[config.mk]
export PLATFORM = sky130hd
export DESIGN_NAME = ldst_buffer_controller
export DESIGN_NICKNAME = d
export VERILOG_FILES = /design/src/rtl/ldst_buffer_controller.sv
export SDC_FILE = /design/constraint.sdc
export NUM_CORES = 1
export LEC_CHECK = 0
export ABC_AREA = 1
export BUFFER_PORTS_ARGS = -buffer_cell sky130_fd_sc_hd__buf_4
export CAP_MARGIN = 20
export CORE_MARGIN = 2
export CORE_UTILIZATION = 42
export DETAILED_ROUTE_END_ITERATION = 8
export SLEW_MARGIN = 20
export SYNTH_ARGS = -nofsm -noshare
export SYNTH_HDL_FRONTEND = slang
export SYNTH_SLANG_ARGS = --single-unit
[constraint.sdc]
create_clock -name clk -period 6 [get_ports clk]
set_input_delay 1.2 -clock clk [delete_from_list [all_inputs] [get_ports clk]]
set_output_delay 1.2 -clock clk [all_outputs]
set_load 0.005 [all_outputs]
[src/rtl/ldst_buffer_controller.sv]
// Circular lw/sw buffer with CDB snooping; issues one in-order memory request at a time.
// Optional LDSTB_LOAD_BYPASS_EN lets the load behind a blocked store issue when addresses differ.
module ldst_buffer_controller #(
    parameter int DEPTH_BITS    = 2,
    parameter int ROB_SIZE_bits = 4
) (
    input  logic                     clk,
    input  logic                     rst,
    input  logic                     flush,
    input  logic                     AU_LdStB_VALID_Inst,
    input  logic [ROB_SIZE_bits:0]   AU_LdStB_ROBEN,
    input  logic [ROB_SIZE_bits:0]   AU_LdStB_ROBEN1,
    input  logic [ROB_SIZE_bits:0]   AU_LdStB_ROBEN2,
    input  logic [4:0]               AU_LdStB_Rd,
    input  logic [11:0]              AU_LdStB_opcode,
    input  logic [31:0]              AU_LdStB_ROBEN1_VAL,
    input  logic [31:0]              AU_LdStB_ROBEN2_VAL,
    input  logic [31:0]              AU_LdStB_Immediate,
    output logic                     LdStB_FULL,
    input  logic                     CDB_VALID,
    input  logic [ROB_SIZE_bits:0]   CDB_ROBEN,
    input  logic [31:0]              CDB_Write_Data,
    input  logic                     ROB_Commit_VALID,
    input  logic [ROB_SIZE_bits:0]   ROB_Commit_ROBEN,
    output logic                     MEM_REQ,
    output logic                     MEM_WE,
    output logic [31:0]              MEM_ADDR,
    output logic [31:0]              MEM_WDATA,
    input  logic                     MEM_ACK,
    input  logic [31:0]              MEM_RDATA,
    output logic                     LdStB_CDB_VALID,
    output logic [ROB_SIZE_bits:0]   LdStB_CDB_ROBEN,
    output logic [4:0]               LdStB_CDB_Rd,
    output logic [31:0]              LdStB_CDB_DATA,
    output logic                     LdStB_ST_READY_VALID,
    output logic [ROB_SIZE_bits:0]   LdStB_ST_READY_ROBEN
);
    localparam int DEPTH = 1 << DEPTH_BITS;
    localparam logic [11:0] OP_SW = 12'hAC0;

    typedef enum logic {IDLE, WAIT_ACK} state_t;
    typedef logic [DEPTH_BITS-1:0] ptr_t;
    typedef logic [ROB_SIZE_bits:0] tag_t;

    state_t              state;
    ptr_t                head, tail, issue_idx, head_nxt, issue_sel, st_idx;
    logic [DEPTH_BITS:0] count;
    logic [DEPTH-1:0]    e_busy, e_store, e_notified, e_committed;
    tag_t                e_rob [DEPTH];
    tag_t                e_tag1 [DEPTH];
    tag_t                e_tag2 [DEPTH];
    logic [4:0]          e_rd [DEPTH];
    logic [31:0]         e_val1 [DEPTH];
    logic [31:0]         e_val2 [DEPTH];
    logic [31:0]         e_imm [DEPTH];

    logic        full, alloc, alloc_store, free_head, head_elig, do_issue, st_found;
    logic [31:0] head_addr, new_val1, new_val2;
    tag_t        new_tag1, new_tag2;

    assign full        = (count == (DEPTH_BITS+1)'(DEPTH));
    assign LdStB_FULL  = full;
    assign alloc       = AU_LdStB_VALID_Inst && !full;
    assign alloc_store = (AU_LdStB_opcode == OP_SW);
    assign head_nxt    = head + 1'b1;
    assign head_addr   = e_val1[head] + e_imm[head];

`ifdef LDSTB_LOAD_BYPASS_EN
    logic [DEPTH-1:0] e_done;
    logic             byp_ok, skip_done;
    assign head_elig = e_busy[head] && !e_done[head] &&
                       (e_store[head] ? (e_tag1[head] == '0 && e_tag2[head] == '0 && e_committed[head])
                                      : (e_tag1[head] == '0));
    assign byp_ok    = e_busy[head] && e_store[head] && e_tag1[head] == '0 && !head_elig &&
                       e_busy[head_nxt] && !e_store[head_nxt] && !e_done[head_nxt] &&
                       e_tag1[head_nxt] == '0 && (e_val1[head_nxt] + e_imm[head_nxt] != head_addr);
    // A load already serviced out of order just retires when it reaches the head.
    assign skip_done = (state == IDLE) && e_busy[head] && e_done[head];
    assign do_issue  = (state == IDLE) && (head_elig || byp_ok);
    assign issue_sel = head_elig ? head : head_nxt;
    assign free_head = skip_done || (state == WAIT_ACK && MEM_ACK && issue_idx == head);
`else
    assign head_elig = e_busy[head] &&
                       (e_store[head] ? (e_tag1[head] == '0 && e_tag2[head] == '0 && e_committed[head])
                                      : (e_tag1[head] == '0));
    assign do_issue  = (state == IDLE) && head_elig;
    assign issue_sel = head;
    assign free_head = (state == WAIT_ACK) && MEM_ACK;
`endif

    // Scan youngest to oldest so the oldest eligible store is the one left selected.
    always_comb begin
        st_found = 1'b0;
        st_idx   = '0;
        for (int i = DEPTH - 1; i >= 0; i--) begin
            if (e_busy[head + ptr_t'(i)] && e_store[head + ptr_t'(i)] && !e_notified[head + ptr_t'(i)] &&
                e_tag1[head + ptr_t'(i)] == '0 && e_tag2[head + ptr_t'(i)] == '0) begin
                st_found = 1'b1;
                st_idx   = head + ptr_t'(i);
            end
        end
    end

    always_comb begin
        new_tag1 = AU_LdStB_ROBEN1;
        new_val1 = AU_LdStB_ROBEN1_VAL;
        new_tag2 = alloc_store ? AU_LdStB_ROBEN2 : '0;
        new_val2 = AU_LdStB_ROBEN2_VAL;
        if (CDB_VALID && new_tag1 != '0 && new_tag1 == CDB_ROBEN) begin
            new_tag1 = '0;
            new_val1 = CDB_Write_Data;
        end
        if (CDB_VALID && new_tag2 != '0 && new_tag2 == CDB_ROBEN) begin
            new_tag2 = '0;
            new_val2 = CDB_Write_Data;
        end
    end

    always_ff @(posedge clk) begin
        if (rst || flush) begin
            state                <= IDLE;
            head                 <= '0;
            tail                 <= '0;
            issue_idx            <= '0;
            count                <= '0;
            e_busy               <= '0;
            e_notified           <= '0;
            e_committed          <= '0;
`ifdef LDSTB_LOAD_BYPASS_EN
            e_done               <= '0;
`endif
            MEM_REQ              <= 1'b0;
            MEM_WE               <= 1'b0;
            MEM_ADDR             <= '0;
            MEM_WDATA            <= '0;
            LdStB_CDB_VALID      <= 1'b0;
            LdStB_CDB_ROBEN      <= '0;
            LdStB_CDB_Rd         <= '0;
            LdStB_CDB_DATA       <= '0;
            LdStB_ST_READY_VALID <= 1'b0;
            LdStB_ST_READY_ROBEN <= '0;
        end else begin
            LdStB_CDB_VALID      <= 1'b0;
            LdStB_ST_READY_VALID <= st_found;
            if (st_found) begin
                LdStB_ST_READY_ROBEN <= e_rob[st_idx];
                e_notified[st_idx]   <= 1'b1;
            end

            for (int i = 0; i < DEPTH; i++) begin
                if (e_busy[i]) begin
                    if (CDB_VALID && e_tag1[i] != '0 && e_tag1[i] == CDB_ROBEN) begin
                        e_tag1[i] <= '0;
                        e_val1[i] <= CDB_Write_Data;
                    end
                    if (CDB_VALID && e_tag2[i] != '0 && e_tag2[i] == CDB_ROBEN) begin
                        e_tag2[i] <= '0;
                        e_val2[i] <= CDB_Write_Data;
                    end
                    if (ROB_Commit_VALID && e_store[i] && e_rob[i] == ROB_Commit_ROBEN)
                        e_committed[i] <= 1'b1;
                end
            end

            case (state)
                IDLE: begin
                    if (do_issue) begin
                        MEM_REQ   <= 1'b1;
                        MEM_WE    <= e_store[issue_sel];
                        MEM_ADDR  <= e_val1[issue_sel] + e_imm[issue_sel];
                        MEM_WDATA <= e_val2[issue_sel];
                        issue_idx <= issue_sel;
                        state     <= WAIT_ACK;
                    end
                end
                WAIT_ACK: begin
                    if (MEM_ACK) begin
                        MEM_REQ <= 1'b0;
                        state   <= IDLE;
                        if (!e_store[issue_idx]) begin
                            LdStB_CDB_VALID <= 1'b1;
                            LdStB_CDB_ROBEN <= e_rob[issue_idx];
                            LdStB_CDB_Rd    <= e_rd[issue_idx];
                            LdStB_CDB_DATA  <= MEM_RDATA;
                        end
`ifdef LDSTB_LOAD_BYPASS_EN
                        if (issue_idx != head)
                            e_done[issue_idx] <= 1'b1;
`endif
                    end
                end
                default: state <= IDLE;
            endcase

            if (free_head) begin
                e_busy[head] <= 1'b0;
                head         <= head_nxt;
            end

            if (alloc) begin
                e_busy[tail]      <= 1'b1;
                e_store[tail]     <= alloc_store;
                e_notified[tail]  <= 1'b0;
                e_committed[tail] <= 1'b0;
`ifdef LDSTB_LOAD_BYPASS_EN
                e_done[tail]      <= 1'b0;
`endif
                e_rob[tail]       <= AU_LdStB_ROBEN;
                e_rd[tail]        <= AU_LdStB_Rd;
                e_imm[tail]       <= AU_LdStB_Immediate;
                e_tag1[tail]      <= new_tag1;
                e_val1[tail]      <= new_val1;
                e_tag2[tail]      <= new_tag2;
                e_val2[tail]      <= new_val2;
                tail              <= tail + 1'b1;
            end

            count <= count + (DEPTH_BITS+1)'(alloc) - (DEPTH_BITS+1)'(free_head);
        end
    end
endmodule
==> summary.txt <==
Final layout
  – Post-layout net count: 3,700
  – Final Cell Area: 34,800 µm²
  – Area Overhead vs Synth: 19.0%
  – Layout cells sized above 1: 0.161
  – Fin cells: 4,435

Logic synthesis
  – Register area share after synthesis: 0.576
  – Area fraction of the dominant cell type after synthesis: 0.481
  – Mapped Cells: 3,196
  – Dominant cells by area after synthesis: edfxtp_1 48%, dfxtp_1 9.5%, o21ai_0 7.8%
  – Yosys reg bits: about 600
  – Yosys top cell by area: edfxtp_1
  – Post-synth top cells: 517 x nor2_1, 487 x nand2_1, 468 x edfxtp_1
  – Synth Area per Inst: approximately 9 µm²
  – Cell Area, Synth: 29,200 µm²
  – Post-synth ARST share: 0
  – Ys flop type: edfxtp_1
  – Yosys cell types: 57
  – Synth Warn #: 0
  – Post-synth EDFFs: 468
  – Syn Nets: between 3k and 4k
  – Cell with the most instances after synthesis: nor2_1

Setup path
  – Critical setup path kind: register to register
  – Startpoint types: register
  – Worst R2R Setup Slack: 1.53 ns
  – Critical-path cell list: buf_4 > buf_4 > nand2_1 > a32oi_1 > inv_1 > fa_1 > o21ai_1 > a21oi_1 > o21bai_1 > a21oi_1 > o21ai_1 > xor2_1 > nor2_1 > nor2_1
  – Worst EP required: 6.54 ns
  – CP max stage cell: dfxtp_4
  – Setup crit end kind: register
  – CP max stage delay: 0.60 ns
  – Crit path DAT: 5.01 ns
  – CP Max Fanout: 56

Die
  – Die area: 71,800 µm²
  – Cell Rows: 96
  – IO Pins: 325
  – Die Height: 268 µm
  – Initial Util: 0.426
  – Core footprint: 68,700 µm²
  – Die width: 268 µm

Timing
  – Peak Freq: 224 MHz
  – Final worst path period need: 4.47 ns
  – Endpoints failing hold: 0
  – Final Cycle Share: 0.746
  – Relative slew margins: 0.273
  – Setup ws final: 1.53 ns
  – Setup violators final: 0
  – Worst-Margin Slew: 1.09 ns
  – RSZ-0062 raised after global routing: false
  – Pins Over Slew Limit: 0
  – Fin Clk Skew: 0.0289 ns
  – Hold slack: 0.464 ns
  – Setup TNS: 0 ns

Placement
  – RePlAce Congestion: a little under 0.9
  – Port buffer count: ~320
  – Placed cell areas: ~33,000 µm²
  – Placed Cells incl. Taps: 4,308
  – DP Worst Slack: roughly 1.3 ns
  – DP HPWL: between 60,000 and 70,000 µm

Power
  – Clk pwr share: 0.443
  – Switching Share: 0.231
  – Worst vdd ir: 0.215 mV
  – Cell area power density: roughly 270 nW/µm²
  – Static leakage: approximately 14 nW
  – Internal Power: 7.25 mW
  – Reg power frac: 0.486
  – Logic pwr share: 0.071
  – NetSw: 2.18 mW

Clocking
  – Hold Buf Count CTS: 0
  – CTS tree: built
  – TritonCTS Sinks: roughly 610
  – Resize count post-CTS: 0
  – Cts bufs inserted: 68
  – Setup Fix Bufs, Post-CTS: 0
  – Reg clk slew, reported paths: around 0.06 ns
  – Clk buf depth: 3
  – Clk_lat worst skew: 0.62 ns
  – Clock Tree Root: clkbuf_16
  – Max H-tree Level: 3

Global route
  – GRT Overall Usage: 0.265
  – Initial antenna violation count: 3
  – Largest net degree at the start of global routing: 101
  – First-pass GRT wire length: 143,000 µm
  – Total grt overflow: 0
  – Vias in the first global route: about 23k

Run
  – Max Cap Violations: 0

Route
  – 1st-iter DRT viols: 2,519
  – Final ANT Viol Nets: 0
  – DRC viols: 0
  – DR vias: 24.7k
  – TritonRoute pass-1 iters: 6
  – Via-to-Cell Ratio: between 5 and 6
  – Wire length per cell: 21.7 µm
  – WL final: a little under 100,000 µm

Status
  – Status: finished, final reports clean

Min path
  – Worst Hold Class: register to register
-- flip-flops by register name, summed over array words and instances, names as in the netlist, 5 cells and up, named ones only --
| name | count |
|---|---|
| e_imm | 128 |
| e_val1 | 128 |
| e_val2 | 128 |
| LdStB_CDB_DATA | 32 |
| MEM_ADDR | 32 |
| MEM_WDATA | 32 |
| e_rd | 20 |
| e_rob | 20 |
| e_tag1 | 20 |
| e_tag2 | 20 |
| LdStB_CDB_ROBEN | 5 |
| LdStB_CDB_Rd | 5 |
| LdStB_ST_READY_ROBEN | 5 |
-- placed cells by master, fill, tap and decap left out, types with 5 or more instances in the layout --
master and n:
nor2_1 516, nand2_1 487, edfxtp_1 468, o21ai_0 451, buf_4 365, nand3_1 195
inv_1 176, dfxtp_1 134, a21oi_1 119, o22ai_1 75, clkbuf_16 72, nand4_1 47
a31oi_1 45, o21ai_1 42, ha_1 41, nand2_2 32, xor2_1 25, xnor2_1 20
clkbuf_1 18, nor3_1 11, clkinv_2 11, inv_2 10, nor2_4 10, a221oi_1 10
clkinv_1 10, or2_2 9, a21oi_2 6, o2111ai_1 5, o21bai_1 5, a21o_1 5
o211ai_1 5, bufinv_16 5
-- cell type report --
cell class	instances	area [µm²]
inverters	191	727
fillers	6472	33900
flip-flops and latches	607	16800
clock inverters	32	317
clock buffers	92	1900
multi-input cells	2212	11000
repair buffers	368	2820
well taps	931	1160
diodes	2	5.00
-- cells by family after synthesis --
family,after synthesis,synth area share
flip-flops,607,0.576
buffers and inverters,377,0.0517
XOR/XNOR,45,0.0135
AND/OR/NAND/NOR,1327,0.191
adder cells (fa/ha/maj),43,0.0189
AO/OA/AOI/OAI,797,0.149
-- through the flow --
step                       util  total power, mW
after CTS                 0.506             9.49
after floorplan               -             5.02
final                     0.507             9.44
after detailed placement  0.474             5.34
after global routing      0.507             9.73
after global placement    0.474             5.34
-- per-layer routing --
metal  share of wire  vias up  track usage  routed length [µm]
met3           0.080      192       0.0449                7670
met1            0.41    11700        0.354               39800
met2            0.47     1137        0.435               45400
met4           0.034        6       0.0980                3270
li1                -    11700            -                   -
met5         0.00036        -            0                  35
-- power groups by stage --
stage / sequential (mW) / clock [mW] / combinational (mW)
global placement: 4.68 / 0 / 0.661
finish: 4.59 / 4.18 / 0.671
detailed placement: 4.68 / 0 / 0.663
CTS: 4.59 / 4.24 / 0.666
global route: 4.59 / 4.41 / 0.733
floorplan: 4.67 / 0 / 0.342
-- worst paths after layout --
| check | startpoint | to | depth (start not counted) |
|---|---|---|---|
| setup / recovery | register | MEM_ADDR[24] | 14 |
| hold / removal | e_committed[1] | e_committed[1] | 2 |
| setup reg to reg | register | MEM_ADDR[24] | 14 |
| hold reg to reg | e_committed[1] | e_committed[1] | 2 |
-- worst max-delay path, delay by kind of cell, from the launching register on --
kind | cells | cell delay (ns)
AND/OR/NAND/NOR | 3 | 0.25
AO/OA/AOI/OAI | 6 | 1.75
buffers and inverters | 3 | 1.17
XOR/XNOR | 1 | 0.16
flip-flops | 1 | 0.60
adder cells (fa/ha/maj) | 1 | 0.43
Note: power is estimated with default switching activity, not from simulation.
